<file path="src/rtl/icb_lsu_master.sv">
// ICB load/store initiator: turns one core memory request into an ICB cmd/rsp
// transaction. It builds byte lane masks, replicates write data across lanes,
// and extracts and extends load data.
// Optional feature macro: ICB_WRITE_RSP_EN. When it is defined, writes wait for an ICB response.
// When it is undefined, writes are posted and complete at the cmd handshake.
module icb_lsu_master #(
    parameter int unsigned TIMEOUT_CYC = 255
) (
    input  logic        clk,
    input  logic        rst_n,
    input  logic        mem_req_i,
    input  logic        mem_we_i,
    input  logic [31:0] mem_addr_i,
    input  logic [1:0]  mem_size_i,
    input  logic        mem_unsigned_i,
    input  logic [31:0] mem_wdata_i,
    output logic        mem_ready_o,
    output logic        mem_done_o,
    output logic [31:0] mem_rdata_o,
    output logic        mem_err_o,
    output logic        icb_cmd_valid,
    input  logic        icb_cmd_ready,
    output logic [31:0] icb_cmd_addr,
    output logic        icb_cmd_read,
    output logic [31:0] icb_cmd_wdata,
    output logic [3:0]  icb_cmd_wmask,
    input  logic        icb_rsp_valid,
    output logic        icb_rsp_ready,
    input  logic        icb_rsp_err,
    input  logic [31:0] icb_rsp_rdata
);

    localparam int unsigned CNT_W = (TIMEOUT_CYC > 1) ? $clog2(TIMEOUT_CYC) : 1;
    localparam logic [CNT_W-1:0] CNT_LAST = CNT_W'(TIMEOUT_CYC - 1);
    localparam bit TO_EN = (TIMEOUT_CYC != 0);

    typedef enum logic [2:0] {
        S_IDLE  = 3'd0,
        S_CMD   = 3'd1,
        S_RSP   = 3'd2,
        S_MERR  = 3'd3,
        S_FLUSH = 3'd4
    } state_t;

    state_t            r_state;
    state_t            w_state_nxt;

    logic [31:0]       r_addr;
    logic [1:0]        r_size;
    logic              r_we;
    logic              r_uns;
    logic [31:0]       r_wdata;
    logic [3:0]        r_wmask;
    logic [CNT_W-1:0]  r_cnt;
    logic              r_done;
    logic              r_err;
    logic [31:0]       r_rdata;

    logic              w_latch;
    logic              w_misaligned;
    logic [3:0]        w_lane_wmask;
    logic [31:0]       w_lane_wdata;
    logic [31:0]       w_load_data;
    logic [7:0]        w_byte;
    logic [15:0]       w_half;
    logic [CNT_W-1:0]  w_cnt_nxt;
    logic              w_done_nxt;
    logic              w_err_nxt;
    logic [31:0]       w_rdata_nxt;

    assign mem_ready_o   = (r_state == S_IDLE);
    assign icb_cmd_valid = (r_state == S_CMD);
    assign icb_rsp_ready = (r_state == S_RSP) || (r_state == S_FLUSH);
    assign icb_cmd_addr  = r_addr;
    assign icb_cmd_read  = ~r_we;
    assign icb_cmd_wdata = r_wdata;
    assign icb_cmd_wmask = r_wmask;
    assign mem_done_o    = r_done;
    assign mem_err_o     = r_err;
    assign mem_rdata_o   = r_rdata;

    // Lane mask, replicated write data and alignment check for the incoming request
    always_comb begin
        w_lane_wmask = 4'b0000;
        w_lane_wdata = mem_wdata_i;
        w_misaligned = 1'b0;
        case (mem_size_i)
            2'd0: begin
                w_lane_wmask = 4'b0001 << mem_addr_i[1:0];
                w_lane_wdata = {4{mem_wdata_i[7:0]}};
            end
            2'd1: begin
                w_lane_wmask = 4'b0011 << mem_addr_i[1:0];
                w_lane_wdata = {2{mem_wdata_i[15:0]}};
                w_misaligned = mem_addr_i[0];
            end
            2'd2: begin
                w_lane_wmask = 4'b1111;
                w_misaligned = (mem_addr_i[1:0] != 2'b00);
            end
            default: begin
                w_misaligned = 1'b1;
            end
        endcase
    end

    // Lane extraction and sign/zero extension of the response data
    always_comb begin
        w_byte      = icb_rsp_rdata[{r_addr[1:0], 3'b000} +: 8];
        w_half      = icb_rsp_rdata[{r_addr[1], 4'b0000} +: 16];
        w_load_data = icb_rsp_rdata;
        case (r_size)
            2'd0:    w_load_data = r_uns ? {24'd0, w_byte} : {{24{w_byte[7]}}, w_byte};
            2'd1:    w_load_data = r_uns ? {16'd0, w_half} : {{16{w_half[15]}}, w_half};
            default: w_load_data = icb_rsp_rdata;
        endcase
    end

    // State register
    always_ff @(posedge clk or negedge rst_n) begin
        if (!rst_n) begin
            r_state <= S_IDLE;
        end else begin
            r_state <= w_state_nxt;
        end
    end

    // Next-state and completion decode
    always_comb begin
        w_state_nxt = r_state;
        w_latch     = 1'b0;
        w_cnt_nxt   = r_cnt;
        w_done_nxt  = 1'b0;
        w_err_nxt   = r_err;
        w_rdata_nxt = r_rdata;
        case (r_state)
            S_IDLE: begin
                if (mem_req_i) begin
                    w_latch     = 1'b1;
                    w_state_nxt = w_misaligned ? S_MERR : S_CMD;
                end
            end
            S_CMD: begin
                if (icb_cmd_ready) begin
                    w_cnt_nxt = '0;
`ifdef ICB_WRITE_RSP_EN
                    w_state_nxt = S_RSP;
`else
                    if (r_we) begin
                        w_state_nxt = S_IDLE;
                        w_done_nxt  = 1'b1;
                        w_err_nxt   = 1'b0;
                    end else begin
                        w_state_nxt = S_RSP;
                    end
`endif
                end
            end
            S_RSP: begin
                if (icb_rsp_valid) begin
                    w_state_nxt = S_IDLE;
                    w_done_nxt  = 1'b1;
                    w_err_nxt   = icb_rsp_err;
                    if (!r_we) begin
                        w_rdata_nxt = w_load_data;
                    end
                end else if (TO_EN && (r_cnt == CNT_LAST)) begin
                    w_state_nxt = S_FLUSH;
                    w_done_nxt  = 1'b1;
                    w_err_nxt   = 1'b1;
                end else begin
                    w_cnt_nxt = r_cnt + CNT_W'(1);
                end
            end
            S_MERR: begin
                w_state_nxt = S_IDLE;
                w_done_nxt  = 1'b1;
                w_err_nxt   = 1'b1;
            end
            S_FLUSH: begin
                // The late response of a timed-out read is drained silently
                if (icb_rsp_valid) begin
                    w_state_nxt = S_IDLE;
                end
            end
            default: begin
                w_state_nxt = S_IDLE;
            end
        endcase
    end

    // Request latches, held stable for the whole transaction
    always_ff @(posedge clk or negedge rst_n) begin
        if (!rst_n) begin
            r_addr  <= '0;
            r_size  <= '0;
            r_we    <= 1'b0;
            r_uns   <= 1'b0;
            r_wdata <= '0;
            r_wmask <= '0;
        end else if (w_latch) begin
            r_addr  <= mem_addr_i;
            r_size  <= mem_size_i;
            r_we    <= mem_we_i;
            r_uns   <= mem_unsigned_i;
            r_wdata <= w_lane_wdata;
            r_wmask <= mem_we_i ? w_lane_wmask : 4'b0000;
        end
    end

    // Completion outputs and response timeout counter
    always_ff @(posedge clk or negedge rst_n) begin
        if (!rst_n) begin
            r_cnt   <= '0;
            r_done  <= 1'b0;
            r_err   <= 1'b0;
            r_rdata <= '0;
        end else begin
            r_cnt   <= w_cnt_nxt;
            r_done  <= w_done_nxt;
            r_err   <= w_err_nxt;
            r_rdata <= w_rdata_nxt;
        end
    end

endmodule

</file>
<file path="config.mk">
export PLATFORM = sky130hd
export DESIGN_NAME = icb_lsu_master
export DESIGN_NICKNAME = d
export VERILOG_FILES = /design/src/rtl/icb_lsu_master.sv
export SDC_FILE = /design/constraint.sdc
export NUM_CORES = 1
export LEC_CHECK = 0
export CAP_MARGIN = 40
export CORE_ASPECT_RATIO = 0.6
export CORE_MARGIN = 2
export CORE_UTILIZATION = 44
export DETAILED_ROUTE_END_ITERATION = 6
export GPL_ROUTABILITY_DRIVEN = 0
export PLACE_DENSITY = 0.77
export REMOVE_ABC_BUFFERS = 1
export SETUP_SLACK_MARGIN = 0.1
export SLEW_MARGIN = 20
export SYNTH_ARGS = -nofsm -noshare
export SYNTH_HDL_FRONTEND = slang
export SYNTH_SLANG_ARGS = --single-unit
</file>
<file path="constraint.sdc">
create_clock -name clk -period 2.4 [get_ports clk]
set_input_delay 0.36 -clock clk [delete_from_list [all_inputs] [get_ports clk]]
set_output_delay 0.36 -clock clk [all_outputs]
set_load 0.01 [all_outputs]
</file>
# ---- Word-level counts from Yosys, hierarchy flattened
# Index checks and enable logic that the tools add are counted.
dict set report word_totals {
  in_bits 106
  output_inout_bits 106
  register_bits 117
  word_cells 74
}
dict set report op_classes {
  shifts 4
  n_eq_ne 15
  add_sub_neg 1
  n_reduce_logical 11
  mux 31
  bitwise 1
}
# op count
set op_table {}
lappend op_table {{$pmux 32 s2} 2}
lappend op_table {{$mux 32} 2}
lappend op_table {{$shiftx 32x6->16} 1}
lappend op_table {{$shiftx 32x6->8} 1}
lappend op_table {{$mux 8} 3}
lappend op_table {{$pmux 8 s2} 1}
lappend op_table {{$mux 3} 5}
lappend op_table {{$pmux 3 s4} 1}
lappend op_table {{$pmux 4 s3} 1}
lappend op_table {{$reduce_and 4->1} 3}
lappend op_table {{$mux 1} 10}
lappend op_table {{$pmux 1 s3} 3}
lappend op_table {{$add 8x1->8 const B} 1}
lappend op_table {{$eq 8x8->1 const B} 1}
lappend op_table {{$ne 2x2->1 const B} 4}
lappend op_table {{$eq 3x2->1 const B} 2}
lappend op_table {{$eq 2x1->1 const B} 2}
lappend op_table {{$logic_not 2->1} 2}
lappend op_table {{$mux 2} 2}
lappend op_table {{$mux 4} 1}
lappend op_table {{$ne 2x1->1 const B} 2}
lappend op_table {{$reduce_bool 2->1} 2}
lappend op_table {{$shl 1x2->4 const A} 1}
lappend op_table {{$shl 2x2->4 const A} 1}
lappend op_table {{9 further kinds} 9}

# ---- Longest topological paths before layout
# Gate-level depths: netlist of the first run.
dict set report depth {
  ltp_word 5
  depth_mapped 7
  depth_no_buf 6
}

# ---- Worst setup path before layout of the first run
# No wires, ideal clock.
dict set report synth_timing {
  path_type {register -> register}
  start {register r_state[0]}
  end {register r_cnt[5]}
  t_arrival_ps 1750
  setup_time_ps 120
  period_less_slack_ps 1870
  required_time_ps 2280
  setup_slack_ps 530
  path_stages_with_launch 7
  path_buffers 2
  cell_sequence {dfrtp_1 buf_6 or4b_4 buf_6 a211oi_2 a31oi_1 a41o_1}
}
dict set report synth_via {
  elab_chain_cells 3
  elab_cells_between_ends 8
  classes_between {eq/ne (5); mux (1); reduce/logical (2)}
}
# item line
set synth_lines {}
lappend synth_lines {{from (decl)} 45} ;# state_t r_state;
lappend synth_lines {{from (signal assigned)} 124} ;# r_state <= w_state_nxt;
lappend synth_lines {{$eq 3x2->1 / $eq 3x1->1 (equally long branches)} 136} ;# case (r_state)
lappend synth_lines {{$ne 2x2->1 (no line) (tied with other cells)} n/a}
lappend synth_lines {{$reduce_and 4->1 (no line)} n/a}
lappend synth_lines {{to (signal assigned)} 219} ;# r_cnt <= w_cnt_nxt;
lappend synth_lines {{to (decl)} 54} ;# logic [CNT_W-1:0] r_cnt;
# Parallel ways exist; a longest one is shown, timed or not.
# A chain may end at the register's enable or synchronous reset.

# ---- Final worst setup path of the first run
dict set report layout_timing {
  start {register r_state[2]}
  end {output port icb_rsp_ready}
}
dict set report layout_via {
  elab_chain_cells 2
  elab_cells_between_ends 3
  classes_between {eq/ne (2); reduce/logical (1)}
}
# item line
set layout_lines {}
lappend layout_lines {{$eq 3x2->1 / $eq 3x3->1 (equally long branches)} 73} ;# assign icb_rsp_ready = (r_state == S_RSP) || (r_state == S_FLUSH);
lappend layout_lines {{$logic_or 1x1->1 *} 73}
lappend layout_lines {{to (decl)} 28} ;# output logic icb_rsp_ready,
# Mark *: on every way between the ends. The rest lies on a longest branch, timed or not.

==> results of run 1 <==
## worst paths after layout
kind                                     to             from  depth (start not counted)
setup / recovery              icb_rsp_ready       r_state[2]                          3
hold / removal              icb_cmd_addr[5]  icb_cmd_addr[5]                          2
setup reg to reg            mem_rdata_o[13]       r_state[2]                          4
hold reg to reg             icb_cmd_addr[5]  icb_cmd_addr[5]                          2
max in group asynchronous   icb_cmd_addr[6]            rst_n                          3
min in group asynchronous  icb_cmd_addr[15]            rst_n                          2
## cells by family after synthesis
kind of cell / Yosys count
AO/OA/AOI/OAI: 122
XOR/XNOR: 2
adder cells (fa/ha/maj): 2
buffers and inverters: 51
flip-flops: 117
multiplexers: 45
AND/OR/NAND/NOR: 273
## per-layer routing
metal | global-route usage | up-vias | share of wire
met5 | 0 | - | 0
met4 | 0.07857 | 0 | 0.0095
met3 | 0.06869 | 15 | 0.083
met2 | 0.3877 | 207 | 0.46
met1 | 0.3426 | 2532 | 0.45
li1 | - | 2490 | -
## worst max-delay path: stages, from the launching register on
cell,delay [ps]
sky130_fd_sc_hd__dfrtp_1,470
sky130_fd_sc_hd__nand2b_1,290
sky130_fd_sc_hd__a21oi_2,190
sky130_fd_sc_hd__clkdlybuf4s50_1,560
## state kept, by name, summed over array words and instances (netlist names), 2 cells and up
register       cells
mem_rdata_o       32
icb_cmd_wmask      4
r_state            3
icb_cmd_wdata     32
r_size             2
icb_cmd_addr      32
r_cnt              8
## through the flow
step | TNS [ps] | hold WS [ps]
finish | 0 | 470.7
global route | 0 | 486.6
CTS | 0 | 465.7
detailed placement | 0 | 374.5
global placement | 0 | 378.2
floorplan | -29820 | 64.41
## power by group through the flow
stage          registers [mW]  logic, mW  clock network [mW]
6_report                 3.50       4.76                2.67
5_1_grt                  3.60       5.18                2.81
4_1_cts                  3.49       4.80                2.71
3_5_place_dp             3.49       4.78                   0
3_3_place_gp             3.43       4.66                   0
2_1_floorplan            3.89       1.58                   0
## cells in the final DEF, fill, tap and decap left out, drive strengths merged, types with 6 or more instances in the layout
master	instances
dfrtp	117
clkdlybuf4s50	210
mux2	9
a22oi	7
nand2b	6
clkbuf	19
a21oi	40
mux2i	36
nand2	183
o22a	7
nor3	6
o21ai	53
nand3	18
nor2	37
clkinv	7
inv	9
nor4bb	7
buf	20
## cell type report
| cell class | count | area [um2] | share of cell area |
|---|---|---|---|
| tap | 165 | 206.4 | 0.02417 |
| clock buffer | 19 | 442.9 | 0.05186 |
| multi-input combinational | 444 | 2411 | 0.2823 |
| timing repair buffer | 231 | 2337 | 0.2737 |
| inverter | 9 | 33.78 | 0.003955 |
| clock inverter | 13 | 181.4 | 0.02124 |
| sequential | 117 | 2928 | 0.3428 |
## repair_timing
item,4_1_cts,5_1_grt
setup endpoints to repair,0,3
endpoints found under the hold margin,37,0
resized for setup,0,3
hold buffers,1,0
==> results.sh, run 1 <==
export IMPL_result_of_the_run="complete, no violations"
export IMPL_rows=31
export IMPL_htreeDepth=4
export IMPL_max_cap_check_violation_count=0
export IMPL_die_height_um=90.80
export IMPL_synth_simple_area_share=0.2124
export IMPL_wl_per_cell_um=16.73
export IMPL_cts_num_sinks=117
export IMPL_grt_setup_unrepaired="yes"
export IMPL_final_hold_viol_count=0
export IMPL_boundaryPins=212
export IMPL_synth_mux_area_frac=0.08356
export IMPL_report_final_setup_viol=0
export IMPL_ys_ff_latch=117
export IMPL_power_share_switching=0.3481
export IMPL_warnings_from_yosys=0
export IMPL_filler_cell_count=904
export IMPL_grt_first_pass_wirelength_um=26680
export IMPL_ant_nets=0
export IMPL_ff2ff_setup_slack_ps=310
export IMPL_total_leakage_power_nw=3.849
export IMPL_fmax_mhz=442.8
export IMPL_core_area_um2=12140
export IMPL_clock_insertion_delay_at_the_later_pin_of_the_skew_report_ps=400
export IMPL_design_area_um2=8541
export IMPL_non_filler_instance_count_after_layout=998
export IMPL_synth_main_ff_cell="sky130_fd_sc_hd__dfrtp_1"
export IMPL_post_synth_most_frequent_cells="183 x sky130_fd_sc_hd__nand2_1, 117 x sky130_fd_sc_hd__dfrtp_1, 51 x sky130_fd_sc_hd__o21ai_0"
export IMPL_criticalPathCategory="flip-flop to primary output"
export IMPL_p_total_mw=10.93
export IMPL_p_seq_frac=0.320
export IMPL_post_placement_cell_area_um2=7893
export IMPL_antennaDiodeCount=0
export IMPL_netlist_area_leader_share=0.5299
export IMPL_p_sw_mw=3.804
export IMPL_detailed_place_hpwl_um=11940
export IMPL_grt_pass1_vias=5154
export IMPL_synth_fa_ha_area_frac=0.004529
export IMPL_post_cts_setup_buffers=0
export IMPL_detail_route_drc_violations=0
export IMPL_syn_area_cell_um2=9.028
export IMPL_async_reset_ff_frac=1.000
export IMPL_crit_share_post_route=0.9410
export IMPL_die_x_um=148.7
export IMPL_cp_arrival_ps=1900
export IMPL_synth_seq_area_share=0.5299
export IMPL_syn_inst=612
export IMPL_end_kind="primary output"
export IMPL_largest_area_contributor_in_the_synthesized_netlist="sky130_fd_sc_hd__dfrtp_1"
export IMPL_min_period_ps=2258
export IMPL_number_of_i_o_port_buffers=211
export IMPL_setup_slack_ps=141.6
export IMPL_cts_root_to_sink_buffers=2
export IMPL_synth_xor_area_frac=0.003170
export IMPL_firstDrtPassIters=4
export IMPL_preCtsSetupSlack_ps=136.7
export IMPL_crit_required_ps=2040
export IMPL_initial_utilization=0.4551
export IMPL_grt_start_max_net_pins=100
export IMPL_cts_inserted_buffers=17
export IMPL_fp_dieArea_um2=13500
export IMPL_vias_per_cell=5.255
export IMPL_wl_um=16700
export IMPL_cp_max_fo=7
export IMPL_syn_cell_area_um2=5525
export IMPL_final_max_slew_violation_count=0
export IMPL_worst_slew_margin_rel=0.5847
export IMPL_placedCellCount=965
export IMPL_initial_antenna_violation_count=0
export IMPL_cts_root_buf="sky130_fd_sc_hd__clkbuf_16"
export IMPL_synth_area_leaders="sky130_fd_sc_hd__dfrtp_1 53%, sky130_fd_sc_hd__nand2_1 12%, sky130_fd_sc_hd__mux2i_1 6.5%, sky130_fd_sc_hd__o21ai_0 4.6%, sky130_fd_sc_hd__a21oi_1 3.5%"
export IMPL_num_vias=5244
export IMPL_internal_mw=7.124
export IMPL_clk_pwr_share=0.244
export IMPL_proportion_of_layout_cells_with_a_drive_suffix_above_1=0.08403
export IMPL_globalRoute_totalOverflow=0
export IMPL_grt_use_total=0.2500
export IMPL_power_density_cell_area_nw_per_um2=1280
export IMPL_synth_most_common_cell="sky130_fd_sc_hd__nand2_1"
export IMPL_synth_compound_gate_area_share=0.1286
export IMPL_cts_reportedPaths_clkPinSlew_ps=60
export IMPL_clock_skew_ps=10.72
export IMPL_hold_class="flip-flop to flip-flop"
export IMPL_post_route_util=0.7035
export IMPL_drt_first_iter_violations=245
export IMPL_worst_pin_slew_ps=623.0
export IMPL_power_frac_comb=0.436
export IMPL_synth_edff_count=0
export IMPL_cts_tree="yes"
export IMPL_vdd_ir_drop_worst_mv=0.5769
export IMPL_final_net_count=928
export IMPL_synth_lib_cells_used_distinct=41
export IMPL_combinational_family_with_the_most_area_after_synthesis="simple AND/OR/NAND/NOR gates"
export IMPL_worst_setup_path_start_kind="flip-flop"
export IMPL_areaGrowthSynthToFinish_pct=54.57
(Power assumes the default switching activity.)
==> run 2: changes to the inputs <==
--- a/config.mk
+++ b/config.mk
@@ -8,10 +8,11 @@
 export CAP_MARGIN = 40
 export CORE_ASPECT_RATIO = 0.6
 export CORE_MARGIN = 2
-export CORE_UTILIZATION = 44
+export CORE_UTILIZATION = 38
 export DETAILED_ROUTE_END_ITERATION = 6
 export GPL_ROUTABILITY_DRIVEN = 0
-export PLACE_DENSITY = 0.77
+export GPL_TIMING_DRIVEN = 0
+export PLACE_DENSITY = 0.68
 export REMOVE_ABC_BUFFERS = 1
 export SETUP_SLACK_MARGIN = 0.1
 export SLEW_MARGIN = 20
==> constraint.sdc (replaced) <==
create_clock -name clk -period 2.32 [get_ports clk]
set_input_delay 0.348 -clock clk [delete_from_list [all_inputs] [get_ports clk]]
set_output_delay 0.348 -clock clk [all_outputs]
set_load 0.01 [all_outputs]
==> run 2 against run 1 <==
Net effect:
- sequential share of layout area increased by 0.098 points
- register-to-register slack worse by 20 ps
- die area is 15% higher
- largest power group unchanged
- via count down 2.3%
- highest routed layer unchanged
==> results.sh, run 2 (synthesis results as in run 1) <==
export IMPL_result_of_the_run="complete, no violations"
export IMPL_r2r_end="mem_rdata_o[6]"
export IMPL_cts_reportedPaths_clkPinSlew_ps=60
export IMPL_route_layer_met1_wl_um=7725
export IMPL_ff2ff_setup_slack_ps=290
export IMPL_slowest_stage="sky130_fd_sc_hd__clkdlybuf4s50_1"
export IMPL_min_period_ps=2173
export IMPL_fp_dieArea_um2=15550
export IMPL_worst_slew_margin_rel=0.5638
export IMPL_vias_per_cell=5.006
export IMPL_final_hold_viol_count=0
export IMPL_route_top_layer_used="met4"
export IMPL_clock_skew_ps=10.27
export IMPL_areaGrowthSynthToFinish_pct=54.46
export IMPL_max_stage_delay_ps=610
export IMPL_grt_first_pass_wirelength_um=27140
export IMPL_hold_class="input port to async pin"
export IMPL_clock_insertion_delay_at_the_later_pin_of_the_skew_report_ps=410
export IMPL_crit_family="buffers and inverters"
export IMPL_final_max_slew_violation_count=0
export IMPL_final_net_count=920
export IMPL_cp_arrival_ps=1820
export IMPL_routed_wl_met2_um=7317
export IMPL_total_leakage_power_nw=3.823
export IMPL_grt_pass1_vias=5204
export IMPL_num_vias=5121
export IMPL_r2r_cells=6
export IMPL_vdd_ir_drop_worst_mv=0.6460
export IMPL_cts_num_sinks=117
export IMPL_criticalPathCategory="flip-flop to primary output"
export IMPL_dr_wl_met3_um=1323
export IMPL_number_of_i_o_port_buffers=211
export IMPL_worst_path_stages=2
export IMPL_worst_setup_path_start_kind="flip-flop"
export IMPL_cts_tree="yes"
export IMPL_rows=34
export IMPL_crit_required_ps=1970
export IMPL_die_height_um=97.41
export IMPL_grt_setup_unrepaired="yes"
export IMPL_initial_antenna_violation_count=0
export IMPL_antennaDiodeCount=0
export IMPL_preCtsSetupSlack_ps=-422.0
export IMPL_cts_root_to_sink_buffers=2
export IMPL_end_kind="primary output"
export IMPL_power_density_cell_area_nw_per_um2=1306
export IMPL_detailed_place_hpwl_um=11740
export IMPL_layout_commonest_cell="sky130_fd_sc_hd__clkdlybuf4s50_1"
export IMPL_crit_share_post_route=0.9364
export IMPL_cts_root_buf="sky130_fd_sc_hd__clkbuf_16"
export IMPL_fmax_mhz=460.3
export IMPL_setup_slack_ps=147.5
export IMPL_max_cap_check_violation_count=0
export IMPL_ant_nets=0
export IMPL_worst_pin_slew_ps=654.3
export IMPL_firstDrtPassIters=5
export IMPL_core_area_um2=14340
export IMPL_grt_use_total=0.2185
export IMPL_detail_route_drc_violations=0
export IMPL_initial_utilization=0.3854
export IMPL_htreeDepth=4
export IMPL_post_route_util=0.5953
export IMPL_cts_inserted_buffers=17
export IMPL_path_buf_inv=1
export IMPL_cp_max_fo=7
export IMPL_crit_path_cell_trace="nor3_2 > clkdlybuf4s50_1"
export IMPL_proportion_of_layout_cells_with_a_drive_suffix_above_1=0.08242
export IMPL_worst_reg2reg_path_startpoint="r_state[2]"
export IMPL_wl_um=16500
export IMPL_report_final_setup_viol=0
export IMPL_filler_cell_count=1224
export IMPL_drt_first_iter_violations=284
export IMPL_die_x_um=159.7
export IMPL_wl_per_cell_um=16.13
export IMPL_layout_common_cells="208 x sky130_fd_sc_hd__clkdlybuf4s50_1, 182 x sky130_fd_sc_hd__nand2_1, 114 x sky130_fd_sc_hd__dfrtp_1"
export IMPL_boundaryPins=212
export IMPL_grt_start_max_net_pins=78
export IMPL_globalRoute_totalOverflow=0
export IMPL_setup_tns_ps=0
## run 2: cell count changes in the layout (fill, tap and decap cells not counted), moves of 3 or more
cell,delta
sky130_fd_sc_hd__buf_4,-11
sky130_fd_sc_hd__buf_12,-4
sky130_fd_sc_hd__buf_6,+4
sky130_fd_sc_hd__dfrtp_1,-3
## run 2: cell type report
type	count	area [um2]	share of cell area
clock buffer	20	446.7	0.05234
timing repair buffer	223	2280	0.2671
sequential	117	2934	0.3438
inverter	9	33.78	0.003958
multi-input combinational	444	2437	0.2856
clock inverter	12	155.1	0.01818
tap	198	247.7	0.02903
## run 2: worst max path at each step
stage,slack (ps),start,to
after floorplan,-870,r_state[2],mem_rdata_o[0]
after global placement,-3690,rst_n,icb_cmd_wdata[12]
after detailed placement,-420,icb_rsp_valid,mem_rdata_o[24]
after CTS,110,r_state[0],icb_cmd_valid
after global routing,50,r_state[1],mem_ready_o
final,150,r_state[1],mem_ready_o
## run 2: power by group
group	leakage [nW]	internal [mW]	switching [mW]
Clock	0.290	1.72	0.935
Combinational	2.09	2.54	2.17
Sequential	1.44	2.98	0.796
## run 2: per-layer routing
| layer | global-route usage | vias to the layer above |
|---|---|---|
| met2 | 0.3317 | 189 |
| met3 | 0.07597 | 14 |
| met5 | 0 | - |
| li1 | - | 2485 |
| met1 | 0.2991 | 2433 |
| met4 | 0.05734 | 0 |
## run 2: per-stage QoR
stage / power (mW) / hold WS (ps) / instances / area, um2
2_1_floorplan: 5.655 / 52.41 / 570 / 5350
3_3_place_gp: 8.252 / 457.0 / 979 / 7710
3_5_place_dp: 8.460 / 282.5 / 986 / 7836
4_1_cts: 11.21 / 423.2 / 1019 / 8468
5_1_grt: 11.90 / 456.2 / 1023 / 8534
6_report: 11.14 / 417.0 / 1023 / 8534
## run 2: repair_timing
item                                   in CTS  in global routing
hold buffers                                1                  0
buffers inserted                            0                  1
endpoints found under the hold margin      40                  0
setup endpoints to repair                  26                 27
gates resized for setup                     5                  5
==> RTL change (settings of run 2) <==
The parameter `TIMEOUT_CYC` goes from 255 to 510.
--- a/src/rtl/icb_lsu_master.sv
+++ b/src/rtl/icb_lsu_master.sv
@@ -4,7 +4,7 @@
 // Optional feature macro: ICB_WRITE_RSP_EN. When it is defined, writes wait for an ICB response.
 // When it is undefined, writes are posted and complete at the cmd handshake.
 module icb_lsu_master #(
-    parameter int unsigned TIMEOUT_CYC = 255
+    parameter int unsigned TIMEOUT_CYC = 510
 ) (
     input  logic        clk,
     input  logic        rst_n,
Check against the original RTL: same outputs for any inputs over 4 cycles, from zero or initial values and one cycle with rst_n low; that may be too few to reach the edited logic, so the function may still have changed.
==> RTL change against run 2 <==
- global-route usage up 0.55 points
- sequential power is essentially flat
- sequential cell count rose by 1
- worst setup slack worse by 87 ps
- wire length grew 4.1%
- synthesized cell count increased by 1.6%
- synthesized area increased by 2.1%
- combinational power hardly changed
- final area rose by 1.2%
- critical path depth is the same
- non-clock buffer count fell by 4
- power increased by 0.91%
- highest routed layer unchanged
==> RTL change: results (changes against run 2) <==
The run finished with clean final reports. The aggregate global-route resource usage came out at 22.4% (+0.55 points). The largest net degree at the start of global routing came out at 74 (-5.1%). The worst path arrival time came out at 1910 ps (+90 ps). The part of the Yosys area used for sequential elements came out at 52.4% (-0.64 points). The setup slack at placement was -177 ps (+245 ps).

The switching power as a share of total power is 34.8% (-0.28 points). The fraction of final layout cells with drive strength greater than 1 is 6.83% (-1.4 points). The worst hold path stage count is 3. The via count is 5240 (+2.3%). The iteration count of the initial detailed-routing pass came out at 5 (unchanged). The start of the worst register-to-register path is icb_cmd_addr[1]$_DFFE_PN0P_. The Yosys warning count is 0 (unchanged). In this run the most critical hold path is launched from mem_addr_i[15].

The antenna diode count came out at 0 (unchanged). The total length of routed wires came to 17200 microns (+4.1%). The root buffer cell is sky130_fd_sc_hd__clkbuf_16.

The number of DRC markers in iteration 0 was 304 (+7.0%). The minimum setup slack among reg-to-reg paths is 280 ps. The leakage power total came out at 0.00384 uW (+0.42%). After synthesis, the most frequently instantiated cells are 196 x sky130_fd_sc_hd__nand2_1, 118 x sky130_fd_sc_hd__dfrtp_1, 52 x sky130_fd_sc_hd__o21ai_0.

The total CTS buffers is 17 (unchanged). The count of cell types in the netlist is 43 (+4.9%). The share of synthesized flip-flops with an asynchronous set or reset is 100% (unchanged). The clock-pin slew reported for the worst setup and hold paths after clock tree synthesis came to 60 ps (about the same). The kind of path behind the tightest hold check is in -> reg. The synthesized area divided by synthesized cell count is 9.07 sq um (+0.44%). The post-detailed-placement half-perimeter wirelength came to 12100 microns (+3.3%).

The final layout net count came out at 930 (+1.1%). The latest clock arrival within the worst-skew pair is 410 ps (about the same). The H-tree level count came out at 4 (unchanged).

The max-slew headroom at the worst pin is 49.1% (-7.3 points). The clock skew after layout is 14.0 ps (+3.69 ps). The biggest cell delay along the critical path is 610 ps (about the same). The total of buffers placed on input and output ports came out at 211 (unchanged). Yosys attributes the largest share of cell area to sky130_fd_sc_hd__dfrtp_1 52%, sky130_fd_sc_hd__nand2_1 13%, sky130_fd_sc_hd__mux2i_1 7.8%. The final cell count without fillers came to 1032 (+0.88%). In this run the worst setup path begins at r_state[0]$_DFFE_PN0P_. The hold slack was 463 ps (+45.9 ps).

The deepest clock path buffer count was 2 (unchanged). The path with the worst hold slack has its endpoint at icb_cmd_addr[15]$_DFFE_PN0P_. The via count of the first global-routing pass is 5355 (+2.9%).

The endpoint identified for the worst register-to-register timing path is mem_rdata_o[22]$_DFFE_PN0P_. The global-route wire length before repair is 28000 microns (+3.2%). The path depth of the worst reg2reg path is 4 (-2). The number of setup buffers added after CTS is 0 (unchanged). The number of antenna violations at the first check in global routing is 0 (unchanged).

The slowest stage of the critical path is the sky130_fd_sc_hd__clkdlybuf4s50_1 cell. The largest fanout on the critical path was 8 (+1). The cell area reported after detailed placement is 7970 sq um (+1.6%).

The largest voltage drop on the vdd net came out at 0.000577 V (-11%).
[RTL change: changes by cell type after synthesis, sizes merged, moves of 7 or more]
cell,change
nand2,+13
mux2i,+8
buf,+9
and2,+8
clkbuf,-13
o211ai,+9
a22oi,-7
mux2,-8
[RTL change: how the worst max path moves through the flow]
stage               cells past startpoint                             to  slack [ps]
global route                            2                  icb_cmd_valid          20
detailed placement                      4  icb_cmd_wdata[10]$_DFFE_PN0P_        -180
finish                                  2                  icb_cmd_valid          60
floorplan                               4  icb_cmd_wdata[10]$_DFFE_PN0P_        -310
global placement                        1   icb_cmd_addr[16]$_DFFE_PN0P_       -3810
CTS                                     2                  icb_cmd_valid          80
[RTL change: cell type report]
cell class	count	area, sq um
fillers	1218	5870
multi-input cells	457	2520
inverters	9	33.8
flip-flops and latches	118	2960
clock inverters	7	118
clock buffers	24	502
well taps	198	248
repair buffers	219	2260
[RTL change: per-stage QoR]
step,TNS [ps],utilization [%]
after floorplan,-19370,-
after global placement,-550860,54.0
after detailed placement,-3530,54.9
after CTS,0,59.4
after global routing,0,59.5
final,0,59.5
[RTL change: cell families (layout without fill, tap and decap cells)]
kind of cell | count (synthesis) | count (layout) | share of synthesized area [%]
multiplexers | 46 | 46 | 8.41
AO/OA/AOI/OAI | 120 | 120 | 12.4
AND/OR/NAND/NOR | 287 | 287 | 22.5
flip-flops | 118 | 118 | 52.4
XOR/XNOR | 2 | 2 | 0.311
adder cells (fa/ha/maj) | 2 | 2 | 0.444
buffers and inverters | 47 | 259 | 3.64
[RTL change: per-layer routing]
metal  up-vias  part of all wire [%]  global-route usage (%)
met5         -                     0                       0
met4         0                  0.97                    5.91
met3        17                    11                    10.0
met2       219                    45                    34.8
li1       2500                     -                       -
met1      2504                    43                    28.6
[RTL change: worst max-delay path, delay by kind of cell, from the launching register on]
family,cells,cell delay (ps)
flip-flops,1,510
buffers and inverters,1,610
AND/OR/NAND/NOR,1,390
[RTL change: power groups by stage]
stage,clock (uW),combinational [uW],sequential (uW)
finish,2760,4710,3780
global route,2930,5160,3920
CTS,2810,4760,3780
detailed placement,0,4710,3790
global placement,0,4530,3760
floorplan,0,1620,4060
[RTL change: timing repair]
item,CTS,global route
pin swaps,0,0
resized for setup,4,3
hold endpoints to repair,51,0
endpoints found under the setup margin,19,10
hold buffers,1,0
